### src/rtl/fpu_host_if.sv
// Host-bus front end for the FPU core: operand staging, command FIFO,
// single-issue dispatch FSM, and a result FIFO drained via cmd_end/end_ack.
module fpu_host_if #(
   parameter int DATA_W    = 8,
   parameter int OP_W      = 32,
   parameter int OPC_W     = 4,
   parameter int CMD_DEPTH = 4,
   parameter int RES_DEPTH = 4
) (
   input  logic              clk,
   input  logic              arst_n,
   input  logic [DATA_W-1:0] databus_in,
   output logic [DATA_W-1:0] databus_out,
   input  logic [4:0]        addr,
   input  logic              cs,
   input  logic              rd,
   input  logic              wr,
   input  logic              end_ack,
   output logic              cmd_end,
   output logic              busy,
   output logic [OP_W-1:0]   core_a,
   output logic [OP_W-1:0]   core_b,
   output logic [OPC_W-1:0]  core_op,
   output logic              core_start,
   input  logic              core_done,
   input  logic [OP_W-1:0]   core_result
);

   localparam int LANES = OP_W / DATA_W;
   localparam int CAW   = $clog2(CMD_DEPTH);
   localparam int RAW   = $clog2(RES_DEPTH);
   localparam int CCW   = CAW + 1;
   localparam int RCW   = RAW + 1;

   typedef enum logic [1:0] {S_IDLE, S_ISSUE, S_WAIT} state_t;

   state_t            state_q, state_d;
   logic              wr_q, end_ack_q;
   logic              ovf_q, ovf_d;
   logic              discard_q, discard_d;
   logic [OP_W-1:0]   a_q, a_d, b_q, b_d;
   logic [OP_W-1:0]   core_a_q, core_b_q;
   logic [OPC_W-1:0]  core_op_q;

   logic [OP_W-1:0]   cmd_a_mem  [CMD_DEPTH];
   logic [OP_W-1:0]   cmd_b_mem  [CMD_DEPTH];
   logic [OPC_W-1:0]  cmd_op_mem [CMD_DEPTH];
   logic [CAW-1:0]    cmd_wp_q, cmd_rp_q;
   logic [CCW-1:0]    cmd_cnt_q, cmd_cnt_d;

   logic [OP_W-1:0]   res_mem [RES_DEPTH];
   logic [RAW-1:0]    res_wp_q, res_rp_q;
   logic [RCW-1:0]    res_cnt_q, res_cnt_d;

   logic              wr_ev, push_req, ctl_wr, flush, ovf_clr;
   logic [1:0]        lane;
   logic              lane_ok;
   logic              cmd_full, cmd_empty, cmd_push, cmd_pop;
   logic              res_full, res_empty, res_push, res_pop;
   logic              load_core;
   logic [OP_W-1:0]   res_head;
   logic [2:0]        res_sat;
   logic [7:0]        status;
   logic [DATA_W-1:0] rdata;

   // Host write decode: one event per falling edge of wr while selected
   assign wr_ev    = !cs && !wr && wr_q;
   assign lane     = addr[1:0];
   assign lane_ok  = 32'(lane) < LANES;
   assign push_req = wr_ev && (addr == 5'h08);
   assign ctl_wr   = wr_ev && (addr == 5'h09);
   assign flush    = ctl_wr && databus_in[0];
   assign ovf_clr  = ctl_wr && databus_in[1];

   assign cmd_full  = cmd_cnt_q == CCW'(CMD_DEPTH);
   assign cmd_empty = cmd_cnt_q == '0;
   assign cmd_pop   = (state_q == S_ISSUE) && !flush;
   assign cmd_push  = push_req && (!cmd_full || cmd_pop);

   assign res_full  = res_cnt_q == RCW'(RES_DEPTH);
   assign res_empty = res_cnt_q == '0;
   assign res_push  = (state_q == S_WAIT) && core_done && !discard_q && !flush;
   assign res_pop   = end_ack && !end_ack_q && !res_empty && !flush;
   assign res_head  = res_mem[res_rp_q];

   assign load_core = (state_q == S_IDLE) && (state_d == S_ISSUE);

   always_comb begin
      state_d = state_q;
      unique case (state_q)
         S_IDLE:  if (!cmd_empty && !discard_q && !res_full) state_d = S_ISSUE;
         S_ISSUE: state_d = S_WAIT;
         S_WAIT:  if (core_done) state_d = S_IDLE;
         default: state_d = S_IDLE;
      endcase
      if (flush) state_d = S_IDLE;
   end

   // A flush that abandons an issued operation must swallow its late result
   always_comb begin
      discard_d = discard_q;
      if (core_done) discard_d = 1'b0;
      if (flush && ((state_q == S_ISSUE) || ((state_q == S_WAIT) && !core_done)))
         discard_d = 1'b1;
   end

   always_comb begin
      ovf_d = ovf_q;
      if (ovf_clr) ovf_d = 1'b0;
      if (push_req && cmd_full && !cmd_pop) ovf_d = 1'b1;
   end

   always_comb begin
      a_d = a_q;
      b_d = b_q;
      if (wr_ev && lane_ok) begin
         if (addr[4:2] == 3'd0) a_d[lane*DATA_W +: DATA_W] = databus_in;
         if (addr[4:2] == 3'd1) b_d[lane*DATA_W +: DATA_W] = databus_in;
      end
   end

   always_comb begin
      cmd_cnt_d = cmd_cnt_q + CCW'(cmd_push) - CCW'(cmd_pop);
      res_cnt_d = res_cnt_q + RCW'(res_push) - RCW'(res_pop);
      if (flush) begin
         cmd_cnt_d = '0;
         res_cnt_d = '0;
      end
   end

   always_ff @(posedge clk or negedge arst_n) begin
      if (!arst_n) begin
         state_q   <= S_IDLE;
         wr_q      <= 1'b1;
         end_ack_q <= 1'b0;
         ovf_q     <= 1'b0;
         discard_q <= 1'b0;
         a_q       <= '0;
         b_q       <= '0;
         cmd_wp_q  <= '0;
         cmd_rp_q  <= '0;
         cmd_cnt_q <= '0;
         res_wp_q  <= '0;
         res_rp_q  <= '0;
         res_cnt_q <= '0;
         core_a_q  <= '0;
         core_b_q  <= '0;
         core_op_q <= '0;
      end else begin
         state_q   <= state_d;
         wr_q      <= wr;
         end_ack_q <= end_ack;
         ovf_q     <= ovf_d;
         discard_q <= discard_d;
         a_q       <= a_d;
         b_q       <= b_d;
         cmd_cnt_q <= cmd_cnt_d;
         res_cnt_q <= res_cnt_d;
         if (flush) begin
            cmd_rp_q <= cmd_wp_q;
            res_rp_q <= res_wp_q;
         end else begin
            if (cmd_push) cmd_wp_q <= cmd_wp_q + CAW'(1);
            if (cmd_pop)  cmd_rp_q <= cmd_rp_q + CAW'(1);
            if (res_push) res_wp_q <= res_wp_q + RAW'(1);
            if (res_pop)  res_rp_q <= res_rp_q + RAW'(1);
         end
         if (load_core) begin
            core_a_q  <= cmd_a_mem[cmd_rp_q];
            core_b_q  <= cmd_b_mem[cmd_rp_q];
            core_op_q <= cmd_op_mem[cmd_rp_q];
         end
      end
   end

   // FIFO storage carries no reset; occupancy counters define validity
   always_ff @(posedge clk) begin
      if (cmd_push) begin
         cmd_a_mem[cmd_wp_q]  <= a_q;
         cmd_b_mem[cmd_wp_q]  <= b_q;
         cmd_op_mem[cmd_wp_q] <= databus_in[OPC_W-1:0];
      end
      if (res_push) res_mem[res_wp_q] <= core_result;
   end

   assign res_sat = (32'(res_cnt_q) > 7) ? 3'd7 : 3'(res_cnt_q);
   assign status  = {res_sat, ovf_q, res_empty, cmd_empty, cmd_full, busy};

   always_comb begin
      rdata = '0;
      if (!cs && !rd && arst_n) begin
         if ((addr[4:2] == 3'd0) && lane_ok)
            rdata = a_q[lane*DATA_W +: DATA_W];
         else if ((addr[4:2] == 3'd1) && lane_ok)
            rdata = b_q[lane*DATA_W +: DATA_W];
         else if (addr == 5'h09)
            rdata = DATA_W'(status);
         else if ((addr[4:2] == 3'd3) && lane_ok && !res_empty)
            rdata = res_head[lane*DATA_W +: DATA_W];
      end
   end

   assign databus_out = rdata;
   assign cmd_end     = !res_empty && !end_ack_q;
   assign busy        = !cmd_empty || (state_q != S_IDLE);
   assign core_start  = state_q == S_ISSUE;
   assign core_a      = core_a_q;
   assign core_b      = core_b_q;
   assign core_op     = core_op_q;

endmodule

### config.mk
export PLATFORM = sky130hd
export DESIGN_NAME = fpu_host_if
export DESIGN_NICKNAME = d
export VERILOG_FILES = /design/src/rtl/fpu_host_if.sv
export SDC_FILE = /design/constraint.sdc
export NUM_CORES = 1
export LEC_CHECK = 0
export BUFFER_PORTS_ARGS = -buffer_cell sky130_fd_sc_hd__buf_2
export CAP_MARGIN = 25
export CORE_MARGIN = 2
export CORE_UTILIZATION = 55
export DETAILED_ROUTE_END_ITERATION = 8
export PLACE_DENSITY = 0.84
export SYNTH_ARGS = -nofsm -noshare
export SYNTH_HDL_FRONTEND = slang
export SYNTH_SLANG_ARGS = --single-unit
### constraint.sdc
create_clock -name clk -period 6.1 [get_ports clk]
set_clock_uncertainty 0.15 [all_clocks]
set_input_delay 1.525 -clock clk [delete_from_list [all_inputs] [get_ports clk]]
set_output_delay 1.525 -clock clk [all_outputs]
set_load 0.02 [all_outputs]
==> metrics.md <==
| Metric | Value |
|---|---|
| Outcome | complete, no violations |
| Congestion Overflow GR | 0 |
| Cts hold-fix bufs | 0 |
| CP max stage cell | buf_2 |
| Post-synthesis xor/xnor area fraction | 0.408% |
| Final setup fails | 0 |
| RSZ-0062 raised after global routing | false |
| Final Slew Violations | 0 |
| Dpl cell area | 22700 µm² |
| Power per cell area | 440 nW/µm² |
| Largest family of logic cells by synthesized area | multiplexers |
| Fmax | 0.189 GHz |
| Sequential Area | 15800 µm² |
| RR Endpoint | res_cnt_q[2]$_DFF_PN0_ |
| Root buf cell | clkbuf_16 |
| Vias per inst | 6.00 |
| Max VDD drop | 0.296 mV |
| # H-tree levels | 2 |
| Slew @ Worst Pin | 0.937 ns |
| Crit end category | output pin |
| Final WS setup | 0.819 ns |
| Routed Antenna Nets | 0 |
| Syn_nets | 1184 |
| Die footprint | 40600 µm² |
| Clk_lat worst skew | 0.59 ns |
| Clk slew on worst S/H paths | 0.06 ns |
| Syn Area/Cell | 19.3 µm² |
| Bufs on Longest Clock Path | 3 |
| Post-synthesis mux area share | 16.1% |
| Starting density of the core | 55.7% |
| Cells after synthesis | 1113 |
| I/O pins | 131 |
| FFs w/ async S/R, synth | 27.5% |
| Worst R2R Setup Slack | 2.84 ns |
| Gp weighted congestion | 0.946 |
| Largest net degree at the start of global routing | 72 |
| Top cell by count, worst path | buf_2 |
| Number of synthesized register bits | 552 |
| Post-CTS sizing | 0 |
| Initial antenna violation count | 6 |
| Rows | 72 |
| Fraction of layout cells with a size suffix above 1 | 33.1% |
| Layout net count | 1335 |
| Hold path start | core_b[7]$_DFFE_PN0P_ |
| DR iter-0 viols | 1000 |
| Cell accounting for the most synthesized area | edfxtp_1 |
| Fillcell total | 2630 |
| Critical path arrival | 3.61 ns |
| GRT Resource Usage Total | 23.3% |
| Port Buffer Count | 130 |
| Wire per inst | 25.0 µm |
| Worst R2R Start | wr_q$_DFF_PN1_ |
| Largest stage delay, worst path | 0.52 ns |
| Tcrit/Tclk final | 86.6% |
| Placed instance count | 1727 |
| Main synth FF type | edfxtp_1 |
| Final instance area | 24600 µm² |
| Tmin final | 5.28 ns |
| TritonRoute pass-1 iters | 6 |
| Complex-gate fraction of the synthesized area | 3.43% |
| Num CTS Buffers | 52 |
| Fin Hold WS | 0.348 ns |
| Synth Area in Adders | 1.18% |
| R2r worst-path depth | 13 |
| Crit-path max FO | 25 |
| First-pass GRT wire length | 70.1 mm |
| Total wire length | 45.7 mm |
| Area Overhead vs Synth | 14.5% |
| WS Path Type | input pin to output pin |
| CP startpoint kind | input pin |
| Most frequent cells in the layout | edfxtp_1 (400), dfrtp_1 (148), buf_2 (130) |
| Total number of yosys warnings | 0 |
| Vias | 10973 |
| Hold Crit Depth | 1 |
| Post-CTS Setup Bufs | 0 |
| CTS tree | built |
| Seq/Total Area, Yosys | 73.7% |
| TNS Setup | 0 ns |
| Multi-input gate area | 5340 µm² |
| DP HPWL | 30.1 mm |
| Relative slew slack | 37.6% |
| Standby leakage power | 9.10 nW |
| Synth top area share | 56.0% |
| Number of distinct library cells after synthesis | 49 |
| Vias in the first global route | 11265 |
| Critical-path cell list | buf_2 > ha_1 > and4bb_1 > a221oi_1 > a21oi_1 > buf_2 |
| HP Class | flip-flop to flip-flop |
| Simple-gate share of the synthesized area | 3.71% |
| Final Non-Filler Cells | 1830 |
| Post-place setup slack | 0.807 ns |
| Die width | 202 µm |
| Critical Path RT | 4.43 ns |
| Hold endpoint | core_b[7]$_DFFE_PN0P_ |
| Die H | 202 µm |
| Core area | 38600 µm² |
| Synth top area cells | edfxtp_1 (56%), dfrtp_1 (18%), mux4_2 (12%) |
| Final Hold Vio Count | 0 |
| Drt drc | 0 |
| Synth Cell Area | 21500 µm² |
| Sinks on Clock Net | 552 |
| Commonest non-fill, non-tap cell in the layout | edfxtp_1 |
| Number of flops mapped to enable cells by yosys | 400 |
| Max-Cap Viols | 0 |
==> state kept, by name (all words and copies together) (netlist names) <==
signal      count
core_a         32
res_mem       128
wr_q            1
res_cnt_q       3
cmd_wp_q        2
core_b         32
state_q         2
cmd_a_mem     128
b_q            32
cmd_rp_q        2
a_q            32
res_rp_q        2
core_op         4
cmd_cnt_q       3
res_wp_q        2
end_ack_q       1
ovf_q           1
cmd_op_mem     16
discard_q       1
cmd_b_mem     128
==> worst max-delay path by stage <==
stage / start / end / slack, ns / cells after the start
2_1_floorplan: addr[1] / cmd_a_mem[0][0]$_DFFE_PP_ / 0.81 / 9
3_3_place_gp: addr[0] / databus_out[4] / 0.85 / 6
3_5_place_dp: addr[0] / databus_out[4] / 0.81 / 6
4_1_cts: addr[0] / databus_out[4] / 0.80 / 6
5_1_grt: addr[0] / databus_out[1] / 0.66 / 6
6_report: addr[0] / databus_out[3] / 0.82 / 6
==> logic make-up after synthesis <==
group / after synthesis
compound gates: 117
xor+xnor: 10
fa+ha+maj: 19
buf+inv: 68
flops: 552
mux: 191
simple gates: 156
==> cell type report <==
cell class,instances,area share [%]
Clock buffer,70,5.82
Tap cell,518,2.64
Multi-Input combinational cell,493,21.7
Timing Repair Buffer,151,3.46
Sequential cell,552,64.4
Inverter,14,0.214
Antenna cell,5,0.0509
Clock inverter,27,1.68
==> through the flow <==
step / util [%] / total power [mW]
after global routing: 63.7 / 11.3
after floorplan: - / 6.73
after detailed placement: 58.9 / 7.49
final: 63.7 / 10.8
after global placement: 58.9 / 7.43
after CTS: 63.7 / 10.9
==> per-layer routing <==
| metal | vias up | routed length, µm | track usage, % |
|---|---|---|---|
| met3 | 93 | 3730 | 6.38 |
| met5 | - | 30 | 0 |
| met1 | 5711 | 17900 | 30.5 |
| li1 | 4735 | - | - |
| met2 | 430 | 22700 | 38.4 |
| met4 | 4 | 1310 | 7.30 |
==> cells in the mapped netlist (2+ instances only) <==
cell type and count:
mux2i_1 4, a41oi_1 3, buf_6 2, clkbuf_1 29, nor3b_1 4, a21oi_1 9
inv_1 13, buf_4 6, o21ai_0 64, fa_1 2, a221oi_1 9, xnor2_1 7
edfxtp_1 400, nand4_1 4, ha_1 17, nand3_1 11, mux4_2 114, buf_2 15
nor3b_2 2, mux2_2 64, and2_1 13, nor3_1 4, nor2b_1 4, mux2_4 9
dfrtp_1 151, nor3_2 2, nor2_1 13, nand4b_1 4, buf_1 2, a22o_1 26
nand2b_1 2, o21ai_1 2, nand2_1 84, xor2_1 3
==> where the power goes <==
part / internal [mW] / switching [mW]
clock: 2.08 / 1.36
sequential: 4.40 / 0.346
combinational: 1.32 / 1.30
==> worst max-delay path: cells and delay by family <==
family	cells	cell delay [ns]
buf+inv	2	0.75
compound gates	2	0.54
simple gates	1	0.49
fa+ha+maj	1	0.28
(Power assumes the default switching activity.)
